===== src/rtl/ascii_number_parser.sv =====
// Parses an optionally signed decimal token from a byte stream into a saturated
// two's-complement value and reports the terminating character alongside it.
module ascii_number_parser #(
  parameter int unsigned NUM_BITS = 16,
  localparam int unsigned BYTE_BITS = 8
) (
  input  logic                 clk,
  input  logic                 reset,
  input  logic [BYTE_BITS-1:0] char_in,
  input  logic                 char_valid,
  output logic                 char_ready,
  output logic [NUM_BITS-1:0]  num_out,
  output logic                 num_valid,
  input  logic                 num_ready,
  output logic [BYTE_BITS-1:0] term_char_out,
  output logic                 overflow_out,
  output logic                 empty_out
);

  localparam int unsigned EXT_BITS = NUM_BITS + 4;
  localparam logic [EXT_BITS-1:0] MAX_EXT =
    (EXT_BITS'(1) << (NUM_BITS - 1)) - EXT_BITS'(1);
  localparam logic [NUM_BITS-1:0] MAX_MAG = NUM_BITS'(MAX_EXT);

  localparam logic [BYTE_BITS-1:0] CH_MINUS = 8'h2D;
  localparam logic [BYTE_BITS-1:0] CH_PLUS  = 8'h2B;
  localparam logic [BYTE_BITS-1:0] CH_ZERO  = 8'h30;
  localparam logic [BYTE_BITS-1:0] CH_NINE  = 8'h39;

  typedef enum logic [1:0] {IDLE, SIGN, DIGITS, DONE} state_t;

  state_t                r_state, w_state_nxt;
  logic [NUM_BITS-1:0]   r_mag, w_mag_nxt;
  logic                  r_neg, w_neg_nxt;
  logic                  r_ovf, w_ovf_nxt;
  logic                  r_empty, w_empty_nxt;
  logic [BYTE_BITS-1:0]  r_term, w_term_nxt;
  logic [NUM_BITS-1:0]   r_num, w_num_nxt;
  logic                  r_valid;

  logic                  w_accept;
  logic                  w_is_digit;
  logic [3:0]            w_digit;
  logic [EXT_BITS-1:0]   w_acc_ext;
  logic [NUM_BITS-1:0]   w_signed;

  assign char_ready = (r_state != DONE);
  assign w_accept   = char_valid && char_ready;
  assign w_is_digit = (char_in >= CH_ZERO) && (char_in <= CH_NINE);
  assign w_digit    = char_in[3:0];

  // Wide accumulate so the saturation test sees the true result.
  assign w_acc_ext  = (EXT_BITS'(r_mag) * EXT_BITS'(10)) + EXT_BITS'(w_digit);
  assign w_signed   = r_neg ? (NUM_BITS'(0) - r_mag) : r_mag;

  always_comb begin
    w_state_nxt = r_state;
    w_mag_nxt   = r_mag;
    w_neg_nxt   = r_neg;
    w_ovf_nxt   = r_ovf;
    w_empty_nxt = r_empty;
    w_term_nxt  = r_term;
    w_num_nxt   = r_num;
    unique case (r_state)
      IDLE: begin
        if (w_accept) begin
          if (char_in == CH_MINUS) begin
            w_state_nxt = SIGN;
            w_neg_nxt   = 1'b1;
          end else if (char_in == CH_PLUS) begin
            w_state_nxt = SIGN;
            w_neg_nxt   = 1'b0;
          end else if (w_is_digit) begin
            w_state_nxt = DIGITS;
            w_mag_nxt   = NUM_BITS'(w_digit);
          end else begin
            w_state_nxt = DONE;
            w_empty_nxt = 1'b1;
            w_term_nxt  = char_in;
            w_num_nxt   = '0;
          end
        end
      end
      SIGN: begin
        if (w_accept) begin
          if (w_is_digit) begin
            w_state_nxt = DIGITS;
            w_mag_nxt   = NUM_BITS'(w_digit);
          end else begin
            // A bare sign yields an empty token with value zero.
            w_state_nxt = DONE;
            w_empty_nxt = 1'b1;
            w_term_nxt  = char_in;
            w_num_nxt   = '0;
            w_neg_nxt   = 1'b0;
          end
        end
      end
      DIGITS: begin
        if (w_accept) begin
          if (w_is_digit) begin
            if (w_acc_ext > MAX_EXT) begin
              w_mag_nxt = MAX_MAG;
              w_ovf_nxt = 1'b1;
            end else begin
              w_mag_nxt = NUM_BITS'(w_acc_ext);
            end
          end else begin
            w_state_nxt = DONE;
            w_term_nxt  = char_in;
            w_num_nxt   = w_signed;
          end
        end
      end
      DONE: begin
        if (num_ready) begin
          w_state_nxt = IDLE;
          w_mag_nxt   = '0;
          w_neg_nxt   = 1'b0;
          w_ovf_nxt   = 1'b0;
          w_empty_nxt = 1'b0;
        end
      end
      default: w_state_nxt = IDLE;
    endcase
  end

  always_ff @(posedge clk or posedge reset) begin
    if (reset) begin
      r_state <= IDLE;
      r_mag   <= '0;
      r_neg   <= 1'b0;
      r_ovf   <= 1'b0;
      r_empty <= 1'b0;
      r_term  <= '0;
      r_num   <= '0;
      r_valid <= 1'b0;
    end else begin
      r_state <= w_state_nxt;
      r_mag   <= w_mag_nxt;
      r_neg   <= w_neg_nxt;
      r_ovf   <= w_ovf_nxt;
      r_empty <= w_empty_nxt;
      r_term  <= w_term_nxt;
      r_num   <= w_num_nxt;
      r_valid <= (w_state_nxt == DONE);
    end
  end

  assign num_out       = r_num;
  assign num_valid     = r_valid;
  assign term_char_out = r_term;
  assign overflow_out  = r_ovf;
  assign empty_out     = r_empty;

endmodule


===== config.mk =====
export PLATFORM = sky130hd
export DESIGN_NAME = ascii_number_parser
export DESIGN_NICKNAME = d
export VERILOG_FILES = /design/src/rtl/ascii_number_parser.sv
export SDC_FILE = /design/constraint.sdc
export NUM_CORES = 1
export LEC_CHECK = 0
export CAP_MARGIN = 40
export CORE_UTILIZATION = 42
export DETAILED_ROUTE_END_ITERATION = 8
export DONT_BUFFER_PORTS = 1
export PLACE_DENSITY = 0.56
export SETUP_SLACK_MARGIN = 0.05
export SYNTH_ARGS = -nofsm -noshare
export SYNTH_HDL_FRONTEND = slang
export SYNTH_SLANG_ARGS = --single-unit
export TNS_END_PERCENT = 100

===== constraint.sdc =====
create_clock -name clk -period 5.8 [get_ports clk]
set_input_delay 0.58 -clock clk [delete_from_list [all_inputs] [get_ports clk]]
set_output_delay 0.58 -clock clk [all_outputs]
set_load 0.1 [all_outputs]

==> After elaboration in Yosys (flattened, before gate mapping) <==
Index checks and enable logic that the tools add are counted.
W data, S select, Z words.
{ "op_classes": {"eq_ne": 19, "mux": 51, "magnitude_cmp": 3, "reduce_logical": 14, "addsub": 2, "mul": 1} }
{ "ops": {"columns": ["operator", "count"], "rows": [
  ["$mux W16", 17],
  ["$pmux W16 S4", 1],
  ["$pmux W16 S3", 1],
  ["$mux W8", 5],
  ["$ne A2 B2 Y1 const B", 11],
  ["$add A20 B4 Y20", 1],
  ["$gt A20 B15 Y1 const B", 1],
  ["$mul A16 B3 Y19 const B", 1],
  ["$eq A8 B6 Y1 const B", 2],
  ["$pmux W8 S2", 1],
  ["$sub A1 B16 Y16 const A", 1],
  ["$mux W1", 15],
  ["$mux W2", 7],
  ["$reduce_and A7 Y1", 2],
  ["$reduce_and A6 Y1", 2],
  ["$reduce_and A5 Y1", 2],
  ["$ge A8 B6 Y1 const B", 1],
  ["$le A8 B6 Y1 const B", 1],
  ["$pmux W2 S4", 1],
  ["$eq A2 B2 Y1 const B", 3],
  ["$pmux W1 S3", 2],
  ["$reduce_bool A3 Y1", 2],
  ["$reduce_bool A2 Y1", 2],
  ["$ne A3 B3 Y1 const B", 1],
  ["6 further kinds", 7]
]} }
{ "word_totals": {"word_cells": 98, "out_inout_bits": 28, "reg_bits": 46, "input_bits": 12} }

==> Depth between registers and ports, before layout <==
{ "depth": {"word_depth": 8, "ltp_mapped": 12} }

==> Worst setup path before layout <==
No wires, ideal clock.
{ "synth_timing": {"kind": "reg-to-reg", "start": "reg r_mag[1]", "end": "reg r_mag[9]", "setup_slack_ps": 2344, "setup_ps": 141, "path_stages_with_launch": 13, "arrival_ps": 3315, "n_path_buf": 1, "cell_sequence": "dfrtp_1 -> ha_1 -> ha_1 -> fa_1 -> a211o_1 -> a31oi_1 -> o21ai_1 -> a21o_1 -> a2111oi_0 -> o2111ai_2 -> nand2_2 -> buf_6 -> a31oi_1"} }
{ "synth_via": {"elab_chain_len": 7} }
{ "synth_rtl": {"columns": ["item", "line_no", "source"], "rows": [
  ["from (decl)", "33", "logic [NUM_BITS-1:0] r_mag, w_mag_nxt;"],
  ["from (signal assigned)", "140", "r_mag <= w_mag_nxt;"],
  ["$mul A16 B3 Y19 (*)", "53", "assign w_acc_ext = (EXT_BITS'(r_mag) * EXT_BITS'(10)) + EXT_BITS'(w_digit);"],
  ["$add A20 B4 Y20 (*)", "53", null],
  ["$gt A20 B15 Y1", "102", "if (w_acc_ext > MAX_EXT) begin"],
  ["$mux W16 (*)", "102", null],
  ["$mux W16 (*)", "101", "if (w_is_digit) begin"],
  ["$mux W16 (*)", "100", "if (w_accept) begin"],
  ["$pmux W16 S4 (*)", "64", "unique case (r_state)"]
]} }
Mark *: on every way between the ends. The rest lies on a longest branch, timed or not. The select of a mux whose other input is x is not followed.
A chain may end at the register's enable or synchronous reset.

==> Final worst setup path <==
Same ends and word-level chain as after synthesis.

==> metrics list <==
* Status: complete, no violations
- Slowest-stage cell, CP: sky130_fd_sc_hd__a2111oi_0
* Number of port buffers: 0
* Cells after Synth: 419
- For this block, the via count after detailed routing is 3107.
* Net Count, Synth: 470
- In this run, synthesis inferred 0 flip-flops with an integrated enable.
* Total of hold buffers inserted after clock tree synthesis: 0
* Setup repair bufs after CTS: 0
- The finished layout holds 530 standard cells, fillers aside.
- Share of the core filled with cells: 49.4%
* Count of boundary I/O pins: 40
* Critical path startpoint category: flop
* Uppermost layer routed: met4
* Wire length reported by the detailed router: 8.44 mm
- The H-tree generated during clock tree synthesis spans 2 levels.
* Class of the tightest hold or removal check: primary input to asynchronous set/reset pin
* Mean instance size in the synthesized netlist: 8.79 µm²
* TritonCTS clock tree: done
- The number of antenna diodes in the final layout is 0.
- Top_reg_cell synth: sky130_fd_sc_hd__dfrtp_1
* Peak clock frequency supported by timing: 252 MHz
- In this run the horizontal extent of the chip is 95.6 µm.
* #FFs+latches synth: 46
- At the worst endpoint, the required time is 5950 ps.
* Total length of routed met3 wires: 288 µm
- Ranking of synthesized cells by area: sky130_fd_sc_hd__dfrtp_1 (31%), sky130_fd_sc_hd__ha_1 (13%), sky130_fd_sc_hd__xnor2_1 (6.4%)
- Register-to-register setup slack: 1830 ps
- Number of synthesis warnings: 0
- Clock skew: 5.02 ps
- The die covers 9150 µm².
- Initial antenna violation count: 0
- The smallest clock period supported by the final layout is computed as 3970 ps.
- Worst max-slew margin expressed relative to the limit: 40.0%
- Of all nets on the critical path, the largest fanout is 11.
- Data arrival at the endpoint of the critical path: 4120 ps
- Adding up every negative setup slack in the final design gives 0 ps.
- Starting DRT DRC Count: 135
- Via count of the first global-routing pass: 2795
* Crit end category: flop
* Number of cells on the worst reg-to-reg path: 11
* Chip Height: 95.6 µm
- Including well taps, the total number of placed cells is 523.
- In this run the biggest area consumer among cell types represents 31.3% of the synthesized area.
- Final Hold Violating Endpoints: 0
- The later pin in the worst-skew pair is clocked with a latency of 290 ps.
- Counting flops with an async set or reset pin after synthesis yields a share of 100%.
* Metal-1 WL: 4.31 mm
- WL per Instance: 15.9 µm
- Routability-driven placement finished with a final weighted congestion of 0.858.
* Number of CTS-inserted buffers: 5
- GRT Overall Usage: 19.5%
- The synthesized design spends more area on one cell type than any other, namely sky130_fd_sc_hd__dfrtp_1.
- The HPWL after detailed placement is 6.65 mm.
- CP cell instances: ha_1 > ha_1 > fa_1 > a211o_1 > a31oi_1 > o21ai_1 > a21o_1 > a2111oi_0 > o2111ai_2 > nand2_2 > a31oi_1
- By instance count, the leading cell after synthesis is sky130_fd_sc_hd__nand2_1.
* Number of pins exceeding their max-slew limit in the final report: 0
- Entering global routing, the biggest net connects 35 pins.
* Share of final-layout standard cells stronger than drive strength 1: 9.65%
* PostCTS Resize Cnt: 0
* RSZ-0062 raised after global routing: false
- From synthesis to final layout, the design area changed by 11.9%.
- Residual DRC count: 0
- Detail Route Antenna Nets: 0
* Global route overflow: 0
- Clock Sinks: 46
- Part of the Yosys area used for sequential elements: 31.3%
* Fin crit share: 68.4%
- At the pin with the least slew margin, the transition time is 900 ps.
* Longest Clk Path Bufs: 2
- Smallest hold slack: 123 ps
- The cell area that synthesis handed to floorplanning was 3680 µm².
- Count of cell types in the netlist: 56
- Wire length of the first global-routing pass: 14.1 mm
- After floorplanning, the core was divided into 33 placement rows.
* Nets@finish: 476
- Met2 wire length: 3.78 mm
- On the worst path, the slowest cell contributes a delay of 550 ps.
- Beginning of the worst register-to-register path: r_mag[1]
* Root Buffer Master: sky130_fd_sc_hd__clkbuf_8
* Number of optimization iterations in the first detailed-route pass: 4
* CTS clk-pin slew, worst paths: 80 ps
- Per-cell via count in the routed design: 5.86
* Setup-violating endpoint count in the final report: 0
* Initial core utilization: 44.1%
- Worst flop-to-flop path endpoint: r_mag[9]
- Across the run, the number of max-cap violations was 0.
- Critical path class: flop to flop
- Leading post-synthesis cells by instance count: sky130_fd_sc_hd__nand2_1 (62), sky130_fd_sc_hd__dfrtp_1 (46), sky130_fd_sc_hd__o21ai_0 (38), sky130_fd_sc_hd__ha_1 (37), sky130_fd_sc_hd__xnor2_1 (27)
- The region available for standard cell placement spans 8340 µm².
-- how the worst max path moves through the flow --
stage	cells after the start	endpoint	slack, ps	startpoint
3_3_place_gp	11	r_mag[11]	2020	r_mag[1]
6_report	11	r_mag[9]	1830	r_mag[1]
5_1_grt	11	r_mag[7]	1580	r_mag[1]
4_1_cts	11	r_mag[9]	1850	r_mag[1]
3_5_place_dp	11	r_mag[9]	1860	r_mag[1]
2_1_floorplan	12	r_mag[9]	2340	r_mag[1]
-- per-stage QoR --
step                cell area [µm²]  setup WS, ps
detailed placement             4040          1860
global placement               3780          2020
finish                         4120          1830
global route                   4120          1580
floorplan                      3680          2340
CTS                            4120          1850
-- state kept, by name (all words and copies together) (netlist names) --
signal         cells
empty_out          1
num_out           16
num_valid          1
overflow_out       1
r_mag             16
r_neg              1
r_state            2
term_char_out      8
-- layout make-up --
type	count	area [µm²]
Clock buffer	7	76.3
Multi-Input combinational cell	347	2430
Fill cell	796	4220
Sequential cell	46	1150
Inverter	12	45.0
Timing Repair Buffer	13	290
Tap cell	105	131
-- kinds of logic after synthesis --
kind of cell,count (synthesis),synth area share [%]
xor+xnor,33,7.85
compound gates,133,23.9
flops,46,31.3
mux,9,2.75
simple gates,133,17.7
buf+inv,26,2.85
fa+ha+maj,39,13.7
-- critical path, delay by kind of cell, from the launching register on --
| kind | cells | cell delay [ps] |
|---|---|---|
| AO/OA/AOI/OAI | 7 | 2060 |
| AND/OR/NAND/NOR | 1 | 280 |
| flip-flops | 1 | 470 |
| adder cells (fa/ha/maj) | 3 | 1020 |
-- routing by layer --
layer / track usage, % / up-vias
li1: - / 1554
met1: 29.8 / 1478
met2: 29.3 / 71
met3: 2.71 / 4
met4: 3.23 / 0
met5: 0 / -
-- cell usage in the layout, fill, tap and decap left out, drive strengths merged, types with 8 or more instances in the layout --
master  instances
nor2           22
a21o            8
o31ai          10
buf            13
inv            12
xnor2          27
nand2          63
ha             37
mux2            9
a21oi          25
dfrtp          46
o21ai          40
Power is left out: the tool's default activity adds up to more than one toggle a clock period on the data nets, which glitch-free logic cannot reach.
